==> config.mk <==
export PLATFORM = sky130hd
export DESIGN_NAME = tbl_range_copy
export DESIGN_NICKNAME = d
export VERILOG_FILES = /design/src/rtl/tbl_pkg.sv /design/src/rtl/tbl_regfile.sv /design/src/rtl/tbl_range_copy.sv
export SDC_FILE = /design/constraint.sdc
export NUM_CORES = 1
export LEC_CHECK = 0
export ABC_AREA = 1
export CAP_MARGIN = 20
export CORE_ASPECT_RATIO = 0.6
export CORE_UTILIZATION = 54
export DETAILED_ROUTE_END_ITERATION = 12
export MAX_ROUTING_LAYER = met4
export PLACE_DENSITY = 0.78
export SLEW_MARGIN = 20
export SYNTH_ARGS = -nofsm -noshare
export SYNTH_HDL_FRONTEND = slang
export SYNTH_SLANG_ARGS = --single-unit
==> constraint.sdc <==
create_clock -name clk -period 1.8 [get_ports clk]
set_clock_uncertainty 0.2 [all_clocks]
set_input_delay 0.36 -clock clk [delete_from_list [all_inputs] [get_ports clk]]
set_output_delay 0.36 -clock clk [all_outputs]
set_load 0.01 [all_outputs]
==> src/rtl/tbl_pkg.sv <==
// Shared types and defaults for the range-copy table.
// State encoding and default geometry live here.
package tbl_pkg;

  typedef enum logic [1:0] {
    IDLE,
    COPY,
    DONE
  } tbl_state_e;

  localparam int TBL_DEPTH = 4;
  localparam int TBL_WIDTH = 4;

endpackage

==> src/rtl/tbl_regfile.sv <==
// DEPTH x WIDTH storage, one write port, two async read ports.
// Cleared on reset; reads see the contents after the last edge.
module tbl_regfile
  import tbl_pkg::*;
#(
  parameter  int DEPTH = TBL_DEPTH,
  parameter  int WIDTH = TBL_WIDTH,
  localparam int IDXW  = $clog2(DEPTH)
) (
  input  logic             clk,
  input  logic             reset_l,
  input  logic             i_we,
  input  logic [IDXW-1:0]  i_widx,
  input  logic [WIDTH-1:0] i_wdata,
  input  logic [IDXW-1:0]  i_ra_idx,
  output logic [WIDTH-1:0] o_ra_data,
  input  logic [IDXW-1:0]  i_rb_idx,
  output logic [WIDTH-1:0] o_rb_data
);

  logic [WIDTH-1:0] r_mem [DEPTH];

  always_ff @(posedge clk or negedge reset_l) begin
    if (!reset_l) begin
      r_mem <= '{default: '0};
    end else if (i_we && (int'(i_widx) < DEPTH)) begin
      r_mem[i_widx] <= i_wdata;
    end
  end

  // Out-of-range indices (non power-of-two DEPTH) read as zero
  assign o_ra_data = (int'(i_ra_idx) < DEPTH) ? r_mem[i_ra_idx] : '0;
  assign o_rb_data = (int'(i_rb_idx) < DEPTH) ? r_mem[i_rb_idx] : '0;

endmodule

==> src/rtl/tbl_range_copy.sv <==
// Table with host write port and a one-entry-per-clock range copy.
// Copies a snapshot of table[src_idx] into lo..hi inclusive.
module tbl_range_copy
  import tbl_pkg::*;
#(
  parameter  int DEPTH = TBL_DEPTH,
  parameter  int WIDTH = TBL_WIDTH,
  localparam int IDXW  = $clog2(DEPTH)
) (
  input  logic             clk,
  input  logic             reset_l,
  input  logic             wr_en,
  input  logic [IDXW-1:0]  wr_idx,
  input  logic [WIDTH-1:0] wr_data,
  input  logic             start,
  input  logic [IDXW-1:0]  lo,
  input  logic [IDXW-1:0]  hi,
  input  logic [IDXW-1:0]  src_idx,
  input  logic [IDXW-1:0]  rd_idx,
  output logic [WIDTH-1:0] rd_data,
  output logic             busy,
  output logic             done,
  output logic [IDXW:0]    copied_cnt
);

  localparam logic [IDXW:0] W_DEPTH = (IDXW+1)'(DEPTH);

  tbl_state_e       r_state;
  tbl_state_e       w_state_nx;
  logic [IDXW-1:0]  r_i;
  logic [IDXW-1:0]  r_hi;
  logic [WIDTH-1:0] r_src;
  logic [IDXW:0]    r_cnt;
  logic [IDXW:0]    r_copied;
  logic             r_busy;

  logic             w_we;
  logic [IDXW-1:0]  w_widx;
  logic [WIDTH-1:0] w_wdata;
  logic [WIDTH-1:0] w_src_rd;
  logic [WIDTH-1:0] w_src_val;
  logic             w_empty;
  logic             w_last;

  tbl_regfile #(
    .DEPTH(DEPTH),
    .WIDTH(WIDTH)
  ) u_rf (
    .clk      (clk),
    .reset_l  (reset_l),
    .i_we     (w_we),
    .i_widx   (w_widx),
    .i_wdata  (w_wdata),
    .i_ra_idx (rd_idx),
    .o_ra_data(rd_data),
    .i_rb_idx (src_idx),
    .o_rb_data(w_src_rd)
  );

  // Same-cycle host write to the source wins over the stored value
  assign w_src_val = (wr_en && (wr_idx == src_idx)) ? wr_data : w_src_rd;
  assign w_empty   = (lo > hi) || ({1'b0, hi} >= W_DEPTH);
  assign w_last    = (r_i == r_hi);

  always_comb begin
    w_state_nx = r_state;
    w_we       = 1'b0;
    w_widx     = wr_idx;
    w_wdata    = wr_data;
    unique case (r_state)
      IDLE: begin
        w_we = wr_en;
        if (start) begin
          w_state_nx = w_empty ? DONE : COPY;
        end
      end
      COPY: begin
        w_we    = 1'b1;
        w_widx  = r_i;
        w_wdata = r_src;
        if (w_last) begin
          w_state_nx = DONE;
        end
      end
      DONE: begin
        w_state_nx = IDLE;
      end
      default: begin
        w_state_nx = IDLE;
      end
    endcase
  end

  always_ff @(posedge clk or negedge reset_l) begin
    if (!reset_l) begin
      r_state  <= IDLE;
      r_busy   <= 1'b0;
      r_i      <= '0;
      r_hi     <= '0;
      r_src    <= '0;
      r_cnt    <= '0;
      r_copied <= '0;
    end else begin
      r_state <= w_state_nx;
      r_busy  <= (w_state_nx != IDLE);
      unique case (r_state)
        IDLE: begin
          if (start) begin
            r_i   <= lo;
            r_hi  <= hi;
            r_src <= w_src_val;
            r_cnt <= '0;
            if (w_empty) begin
              r_copied <= '0;
            end
          end
        end
        COPY: begin
          r_cnt <= r_cnt + 1'b1;
          // Compare before increment so i never wraps past hi
          if (w_last) begin
            r_copied <= r_cnt + 1'b1;
          end else begin
            r_i <= r_i + 1'b1;
          end
        end
        default: begin
        end
      endcase
    end
  end

  assign busy       = r_busy;
  assign done       = (r_state == DONE);
  assign copied_cnt = r_copied;

endmodule

==> Word-level counts from Yosys, hierarchy flattened <==
Cells that the tools add are included.
{ "word_totals": {"regBits": 33, "word_cells": 64} }
{ "classes": {"add_sub_neg": 2, "eq_ne": 8, "bitwise_logic": 3, "order_cmp": 5, "n_reduce_logical": 9, "n_mux": 26} }
{ "ops": {"columns": ["operator", "count"], "rows": [
  ["4-bit two-way mux", 7],
  ["4-bit binary-select mux with 2-bit select", 2],
  ["16-bit bitwise mux", 1],
  ["2-bit two-way mux", 6],
  ["3-bit two-way mux", 4],
  ["3-bit case mux with 2 select lines", 2],
  ["3-bit greater-or-equal comparator, second input constant", 3],
  ["2-bit NOT with 3-bit output", 3],
  ["4-bit demux with 2-bit select", 1],
  ["2-bit inequality test, second input constant", 4],
  ["2-bit case mux with 2 select lines", 2],
  ["2-bit equality test", 2],
  ["2-bit AND reduction", 2],
  ["4-bit AND reduction", 1],
  ["2-bit nonzero test", 2],
  ["3-bit by 1-bit adder with 3-bit output, second input constant", 1],
  ["3-bit by 1-bit less-than comparator with 1-bit output, second input constant", 1],
  ["3-bit AND reduction", 1],
  ["2-bit by 1-bit adder with 2-bit output, second input constant", 1],
  ["2-bit by 1-bit equality test with 1-bit output, second input constant", 1],
  ["2-bit equality test, second input constant", 1],
  ["2-bit greater-than comparator", 1],
  ["1-bit logical AND", 2],
  ["2-bit zero test", 1],
  ["1-bit case mux with 2 select lines", 1]
]} }

==> Depth between registers and ports, before layout <==
Gate-level depths: netlist of run 1.
{ "logic_depth": {"ltp_word": 8, "ltp_mapped": 9} }

==> Modules after synthesis <==
From an unflattened synthesis of run 1, not the netlist that was laid out.
{ "unflattened": {"hier_cells": 287, "area_unflattened_um2": 2006.9} }
{ "modules_own_cells": {"columns": ["mod", "area_each_um2", "cells_each", "instances"], "rows": [
  ["tbl_range_copy", 1003.5, 137, 1],
  ["tbl_regfile", 1003.5, 150, 1]
]} }

==> Worst setup path after synthesis of run 1 <==
Ideal clock, no wire load.
{ "synth_path": {"kind": "input to output", "startpoint": "input port rd_idx[0]", "endpoint": "output port rd_data[0]", "arrival_ns": 0.977, "cell_stages": 4, "slack_ns": 0.263, "path_buffers": 1, "cell_sequence": "clkbuf_1 inv_1 o21ai_0 o22ai_1"} }
{ "synth_between": {"elab_chain_len": 4} }
{ "synth_rtl": {"columns": ["item", "line_no", "text"], "rows": [
  ["start: declaration", "tbl_range_copy.sv:19", "input logic [IDXW-1:0] rd_idx,"],
  ["2-bit NOT with 3-bit output (implied by the code)", "tbl_regfile.sv:32", "assign o_ra_data = (int'(i_ra_idx) < DEPTH) ? r_mem[i_ra_idx] : '0;"],
  ["4-bit binary-select mux with 2-bit select", "tbl_regfile.sv:32", null],
  ["4-bit two-way mux (implied by the code) (2 in series)", "tbl_regfile.sv:32", null],
  ["end: declaration", "tbl_range_copy.sv:20", "output logic [WIDTH-1:0] rd_data,"]
]} }
No other way between the ends. The select of a mux whose other input is x is not followed.

==> Worst setup path after layout of run 1 <==
{ "layout_path": {"startpoint": "register u_rf.r_mem[4] (netlist name)", "endpoint": "output port rd_data[0]"} }
{ "layout_between": {"elab_chain_len": 3} }
{ "layout_rtl": {"columns": ["item", "line_no", "text"], "rows": [
  ["start: declaration", "tbl_regfile.sv:21", "logic [WIDTH-1:0] r_mem [DEPTH];"],
  ["start signal: indexed assignment", "tbl_regfile.sv:27", "r_mem[i_widx] <= i_wdata;"],
  ["4-bit binary-select mux with 2-bit select", "tbl_regfile.sv:32", null],
  ["4-bit two-way mux (implied by the code) (2 in series)", "tbl_regfile.sv:32", null]
]} }
No other way between the ends. The select of a mux whose other input is x is not followed.

==> summary.md, run 1 <==
| Metric | Value |
|---|---|
| Status | `complete, no violations` |
| Setup slack of the critical path after layout | `0.0570 ns` |
| Commonest non-fill, non-tap cell in the layout | `nand2_1` |
| Simple-gate area share of the yosys netlist | `between 30% and 40%` |
| Worst ir drop on vdd | `just under 1000 uV` |
| Setup repair after global routing missed its margin | `false` |
| Post-Route WL | `between 5000 and 6000 um` |
| Gate Count Post-Synth | `between 200 and 300` |
| Timing-limited maximum frequency | `between 500 and 600 MHz` |
| Die width | `between 70 and 80 um` |
| Hold_buf cts | `0` |
| Endpoint kind of the worst setup timing path | `output pin` |
| Fraction of synthesized cell area in xor and xnor cells | `1.39%` |
| Share of the core filled with cells in the final layout | `just under 80%` |
| Min-Delay Path Class | `in2reg` |
| Area grow syn2layout | `37.4%` |
| Commonest cells after routing, fill and taps aside | `nand2_1, nand3_1, buf_4` |
| Final antenna diode count | `0` |
| Floorplan core area | `~3300 um2` |
| Average detailed-routed wire length per instance | `~15 um` |
| Yosys warning total | `0` |
| Clock sink count | `33` |
| Standard-cell row count | `16` |
| CTS tree | `built` |
| Category of the most critical setup path | `reg2out` |
| Final Max Slew Viols | `0` |
| Latest clock arrival within the worst-skew pair | `roughly 0.28 ns` |
| Clock transition at the registers of the reported paths | `roughly 0.07 ns` |
| Violation count after the first detailed-route iteration | `between 150 and 200` |
| Tcrit/Tclk final | `between 90% and 100%` |
| Average size of a mapped cell | `between 7 and 8 um2` |
| CP required | `roughly 1.2 ns` |
| Power density over cell area | `about 1600 nW/um2` |
| I/O pin count | `27` |
| Share of synthesized area spent on multiplexers | `less than 1%` |
| Layout cell share with drive strength beyond 1 | `roughly a fifth` |
| Number of nets with antenna violations after routing | `0` |
| Vias per std cell | `roughly 5.4` |
| # nets final | `about 350` |
| Count of fill cells added during filler insertion | `~250` |
| FF+latch count, synth | `33` |
| Wire length of the first global-routing pass | `~8300 um` |
| DP Worst Slack | `-0.637 ns` |
| Area enclosed by the die boundary | `3750 um2` |
| Hold violation total from the final report | `0` |
| Input/output buffers | `26` |
| Crit path DAT | `~1.2 ns` |
| Post-route minimum period | `about 1.7 ns` |
| HPWL after detailed placement | `3990 um` |
| Router iterations before antenna repair | `6` |
| Clock buffer count from CTS | `5` |
| Global-route total usage across every layer | `about a third` |
| DRC violations left | `0` |
| Worst slew pin tran | `around 0.42 ns` |
| Static leakage power | `0.00135 uW` |
| Sequential share of the synthesized area | `43.7%` |
| Summed instance area of the synthesized netlist | `1890 um2` |
| Number of standard cells in the layout, taps in and fillers out | `370` |
| Pin count of the biggest net entering global routing | `34` |
| CP max FO | `2` |
| H-tree depth | `2` |
| Total placed cells including tap cells | `between 300 and 400` |
| Setup violators final | `0` |
| Worst slew margin relative to its limit | `a little under three quarters` |
| Area after DPL | `2430 um2` |
| Sum Neg Setup Slack | `0 ns` |
| Clock buffer depth | `2` |
| Combinational family with the most area after synthesis | `simple AND/OR/NAND/NOR gates` |
| Die height | `47.8 um` |
| Post-route cell area | `approximately 2600 um2` |
| Number of antenna violations at the first check in global routing | `0` |
| Arithmetic-cell share of the synthesized area counting full adders, half adders and majority gates | `under 10%` |
| Worst Setup Start Kind | `flop` |
| Maximum Capacitance Violations | `0` |
| RD Place Congestion | `0.884` |
| Fraction of the mapped netlist area in compound gates | `9.33%` |
| Mapped Nets | `280` |
| DR vias | `about 2000` |
| GRT overflow | `0` |
| Initial Util | `a little under three fifths` |
| Clock tree root buffer cell | `clkbuf_8` |
| Distinct cells, synth | `25` |
| Number of global-route vias before repair | `1629` |
worst paths after layout:
check / start / endpoint / depth (start not counted) / slack [ns]
worst max-delay path: u_rf.r_mem[4]$_DFFE_PN0P_ / rd_data[0] / 3 / 0.06
worst min register to register: r_src[3]$_DFFE_PN0P_ / r_src[3]$_DFFE_PN0P_ / 2 / 0.28
min in group asynchronous: reset_l / u_rf.r_mem[1]$_DFFE_PN0P_ / 2 / 0.24
worst min-delay path: hi[1] / r_hi[1]$_DFFE_PN0P_ / 3 / 0.20
max in group asynchronous: reset_l / r_state[0]$_DFF_PN0_ / 2 / 0.96
worst max register to register: r_state[1]$_DFF_PN0_ / u_rf.r_mem[14]$_DFFE_PN0P_ / 8 / 0.11
sequential cells by signal (all words and copies together), names as in the netlist:
register,count
u_rf.r_mem,16
r_src,4
copied_cnt,3
r_cnt,3
r_hi,2
r_i,2
r_state,2
busy,1
final cells by class:
type | instances | area, um2 | share of cell area [%]
inverters | 21 | 81.3 | 3.13
well taps | 45 | 56.3 | 2.17
multi-input cells | 201 | 993 | 38.2
flip-flops and latches | 33 | 827 | 31.8
clock buffers | 7 | 96.3 | 3.71
clock inverters | 1 | 5.00 | 0.193
repair buffers | 62 | 539 | 20.8
what timing repair did:
action                     CTS  global route
pin swaps                    0             4
setup buffers                1             4
gates resized for setup     22            15
setup endpoints to repair    8            15
hold endpoints to repair     0             0
worst max-delay path, cell delays in order (launching register included):
cell and delay, ns:
dfrtp_1 0.39, o21ai_0 0.19, o22ai_1 0.10, clkdlybuf4s15_2 0.23
logic make-up after synthesis:
family                     Yosys count
muxes                                1
xor gates and xnor gates             3
AOI/OAI and AO/OA                   29
buffers and inverters               25
DFF                                 33
and+or+nand+nor                    165
adders and majority gates            3
where the power goes:
group / leakage, uW / internal (uW) / switching (uW)
Combinational: 0.000881 / 965 / 1250
Clock: 0.0000542 / 346 / 274
Sequential: 0.000418 / 1080 / 270
Total: 0.00135 / 2390 / 1790
routing by layer:
metal / share of wire (%) / vias up / GRT usage, %
li1: - / 976 / -
met1: 50 / 901 / 48.8
met2: 40 / 98 / 43.3
met3: 9.1 / 13 / 6.48
met4: 1.1 / 0 / 5.56
met5: 0 / - / -
synth_stat cells:
cell | number | area share [%]
a21boi_0 | 1 | 0.40
a21oi_4 | 1 | 0.86
and2_1 | 1 | 0.33
buf_2 | 2 | 0.53
buf_4 | 1 | 0.40
clkbuf_1 | 1 | 0.20
clkinv_1 | 1 | 0.20
dfrtp_1 | 33 | 44
ha_1 | 3 | 2.0
inv_1 | 18 | 3.6
inv_2 | 2 | 0.40
mux2i_1 | 1 | 0.53
nand2_1 | 100 | 20
nand2_2 | 2 | 0.66
nand2_4 | 1 | 0.60
nand3_1 | 42 | 11
nand3_2 | 1 | 0.53
nor2_1 | 15 | 3.0
nor2_4 | 3 | 1.8
o21ai_0 | 16 | 4.2
o21ai_1 | 2 | 0.53
o21ai_2 | 2 | 0.93
o21bai_1 | 1 | 0.40
o22ai_1 | 6 | 2.0
xnor2_1 | 3 | 1.4
stage by stage:
| stage | power, uW | hold slack [ns] |
|---|---|---|
| after detailed placement | 3390 | 0.268 |
| after global routing | 4460 | 0.252 |
| after floorplan | 2500 | -0.136 |
| after CTS | 4050 | 0.257 |
| after global placement | 3350 | 0.264 |
| final | 4180 | 0.198 |
Note: power is estimated with default switching activity, not from simulation.
==> run 2: changes to the inputs <==
Settings changed: SETUP_SLACK_MARGIN set to 0.05, SLEW_MARGIN 20 to unset.
==> summary.md, run 2 (synthesized netlist as in run 1, its figures left out) <==
| Metric | Value |
|---|---|
| Status | `complete, no violations` |
| CP required | `roughly 1.8 ns` |
| Global-route total usage across every layer | `between 30 and 40%` |
| Initial Util | `57.3%` |
| CTS tree | `built` |
| GRT overflow | `0` |
| Power density over cell area | `approximately 1600 nW/um2` |
| Clock buffer depth | `2` |
| Die width | `between 70 and 80 um` |
| Buf/Inv on CP | `3` |
| Largest register FFs | `16` |
| Largest delay share family, worst path | `buffers and inverters` |
| Final antenna diode count | `0` |
| H-tree depth | `2` |
| Clock buffer count from CTS | `5` |
| Critical Path Most Common Cell | `buf_4` |
| Worst Setup Start Kind | `flop` |
| Reg with most FFs | `u_rf.r_mem` |
| Count of fill cells added during filler insertion | `232` |
| Setup repair after global routing missed its margin | `true` |
| Layout cell share with drive strength beyond 1 | `between 20% and 30%` |
| Vias per std cell | `~5.4` |
| Latest clock arrival within the worst-skew pair | `about 0.28 ns` |
| Commonest non-fill, non-tap cell in the layout | `nand2_1` |
| Gr busiest metal | `met1` |
| Delay of the slowest cell on the worst path | `0.40 ns` |
| Number of global-route vias before repair | `roughly 1700` |
| Final Max Slew Viols | `0` |
| Worst slack on hold paths | `a little under 0.2 ns` |
| R2r startpoint | `r_state[1]$_DFF_PN0_` |
| Number of antenna violations at the first check in global routing | `0` |
| Worst setup path startpoint | `r_state[1]$_DFF_PN0_` |
| CP cell instances | `buf_4, nor2_4, buf_4, nand2_1, o21ai_2, buf_4, nand3_1, nand2_1` |
| Violation count after the first detailed-route iteration | `200` |
| Clock sink count | `33` |
| Die height | `47.8 um` |
| Post-Route WL | `5490 um` |
| Setup violators final | `0` |
| # nets final | `approximately 350` |
| Timing-limited maximum frequency | `roughly 580 MHz` |
| Worst slew margin relative to its limit | `approximately three quarters` |
| Final total power | `between 4000 and 5000 uW` |
| Met2 Usage GRT | `between 40% and 50%` |
| RD Place Congestion | `slightly below 0.9` |
| Worst slew pin tran | `~0.40 ns` |
| Input/output buffers | `26` |
| I/O pin count | `27` |
| HPWL after detailed placement | `between 3000 and 4000 um` |
| Met3 GRT Util | `7.24%` |
| Area enclosed by the die boundary | `around 3800 um2` |
| Clock transition at the registers of the reported paths | `approximately 0.07 ns` |
| GR Layer Usage met1 | `between 40% and 50%` |
| DR vias | `2010` |
| Floorplan core area | `roughly 3300 um2` |
| Average detailed-routed wire length per instance | `between 10 and 15 um` |
| Category of the most critical setup path | `reg2reg` |
| Maximum Capacitance Violations | `0` |
| DRC violations left | `0` |
| Wire length of the first global-routing pass | `about 8400 um` |
| Commonest cells after routing, fill and taps aside | `nand2_1, nand3_1, buf_4` |
| Static leakage power | `roughly 0.0014 uW` |
| Tcrit/Tclk final | `between 90% and 100%` |
| Hold_buf cts | `0` |
| Pin count of the biggest net entering global routing | `34` |
| Start point of the worst min-delay path | `hi[1]` |
| Min-Delay Path Class | `in2reg` |
| Router iterations before antenna repair | `5` |
| Standard-cell row count | `16` |
| Area taken by flip-flops and latches | `a little over 800 um2` |
| Crit path DAT | `1.74 ns` |
| Hold violation total from the final report | `0` |
| Worst ir drop on vdd | `about 960 uV` |
| Critical-path cell with the highest stage delay | `dfrtp_1` |
| Post-route minimum period | `between 1.5 and 2 ns` |
| CP max FO | `6` |
| Area grow syn2layout | `37.6%` |
| Clock tree root buffer cell | `clkbuf_8` |
| Largest registers | `u_rf.r_mem x16, r_src x4` |
| Endpoint kind of the worst setup timing path | `flop` |
| Multi-input gate area | `1010 um2` |
| Number of nets with antenna violations after routing | `0` |
-- run 2: changes by cell type in the layout (fill, tap and decap cells not counted), moves of 2 or more --
cell,delta
nand2_1,-2
buf_2,+3
clkdlybuf4s50_1,-3
clkdlybuf4s15_2,-3
dlymetal6s2s_1,+3
-- run 2: timing repair --
action,CTS,global route
setup endpoints to repair,8,30
resized for setup,25,24
pin swaps,3,5
setup buffers,2,3
-- run 2: final cells by class --
| class | count | share of cell area (%) |
|---|---|---|
| Multi-Input combinational cell | 201 | 38.6 |
| Tap cell | 45 | 2.16 |
| Timing Repair Buffer | 62 | 20.4 |
| Clock inverter | 1 | 0.192 |
| Sequential cell | 33 | 31.8 |
| Clock buffer | 7 | 3.70 |
| Inverter | 21 | 3.12 |
-- run 2: worst reg2reg max path: cells and delay by family, from the launching register on --
kind | cells | cell delay (ns)
AOI/OAI and AO/OA | 1 | 0.13
DFF | 1 | 0.40
and+or+nand+nor | 4 | 0.43
buffers and inverters | 3 | 0.51
-- run 2: power breakdown --
| group | leakage [uW] | switching (uW) | internal, uW | total (uW) |
|---|---|---|---|---|
| sequential | 0.000418 | 272 | 1080 | 1350 |
| combinational | 0.000942 | 1280 | 956 | 2240 |
| clock | 0.0000542 | 275 | 346 | 621 |
| total | 0.00141 | 1830 | 2380 | 4210 |
-- run 2: final timing paths --
path                                              end  slack [ns]  cells past startpoint
setup / recovery           u_rf.r_mem[14]$_DFFE_PN0P_        0.09                      8
hold / removal                    r_hi[1]$_DFFE_PN0P_        0.20                      3
setup reg to reg           u_rf.r_mem[14]$_DFFE_PN0P_        0.09                      8
hold reg to reg                  r_src[3]$_DFFE_PN0P_        0.28                      2
max in group asynchronous        r_state[0]$_DFF_PN0_        0.97                      2
min in group asynchronous   u_rf.r_mem[9]$_DFFE_PN0P_        0.24                      2
-- run 2: layer usage --
layer	part of all wire (%)	wire length (um)	up-vias
li1	-	-	970
met1	48	2650	924
met2	41	2270	104
met3	9.5	520	12
met4	0.97	53	0
met5	0	0	-
-- run 2: stage by stage --
step | TNS, ns | instance area [um2] | setup slack [ns] | std cells | utilization [%]
floorplan | 0 | 1890 | 0.263 | 259 | -
global placement | -4.47 | 2430 | -0.584 | 357 | 73.6
detailed placement | -5.39 | 2430 | -0.637 | 357 | 73.6
CTS | 0 | 2580 | 0.0561 | 367 | 78.0
global route | 0 | 2600 | 0.0374 | 370 | 78.8
finish | 0 | 2600 | 0.0864 | 370 | 78.8
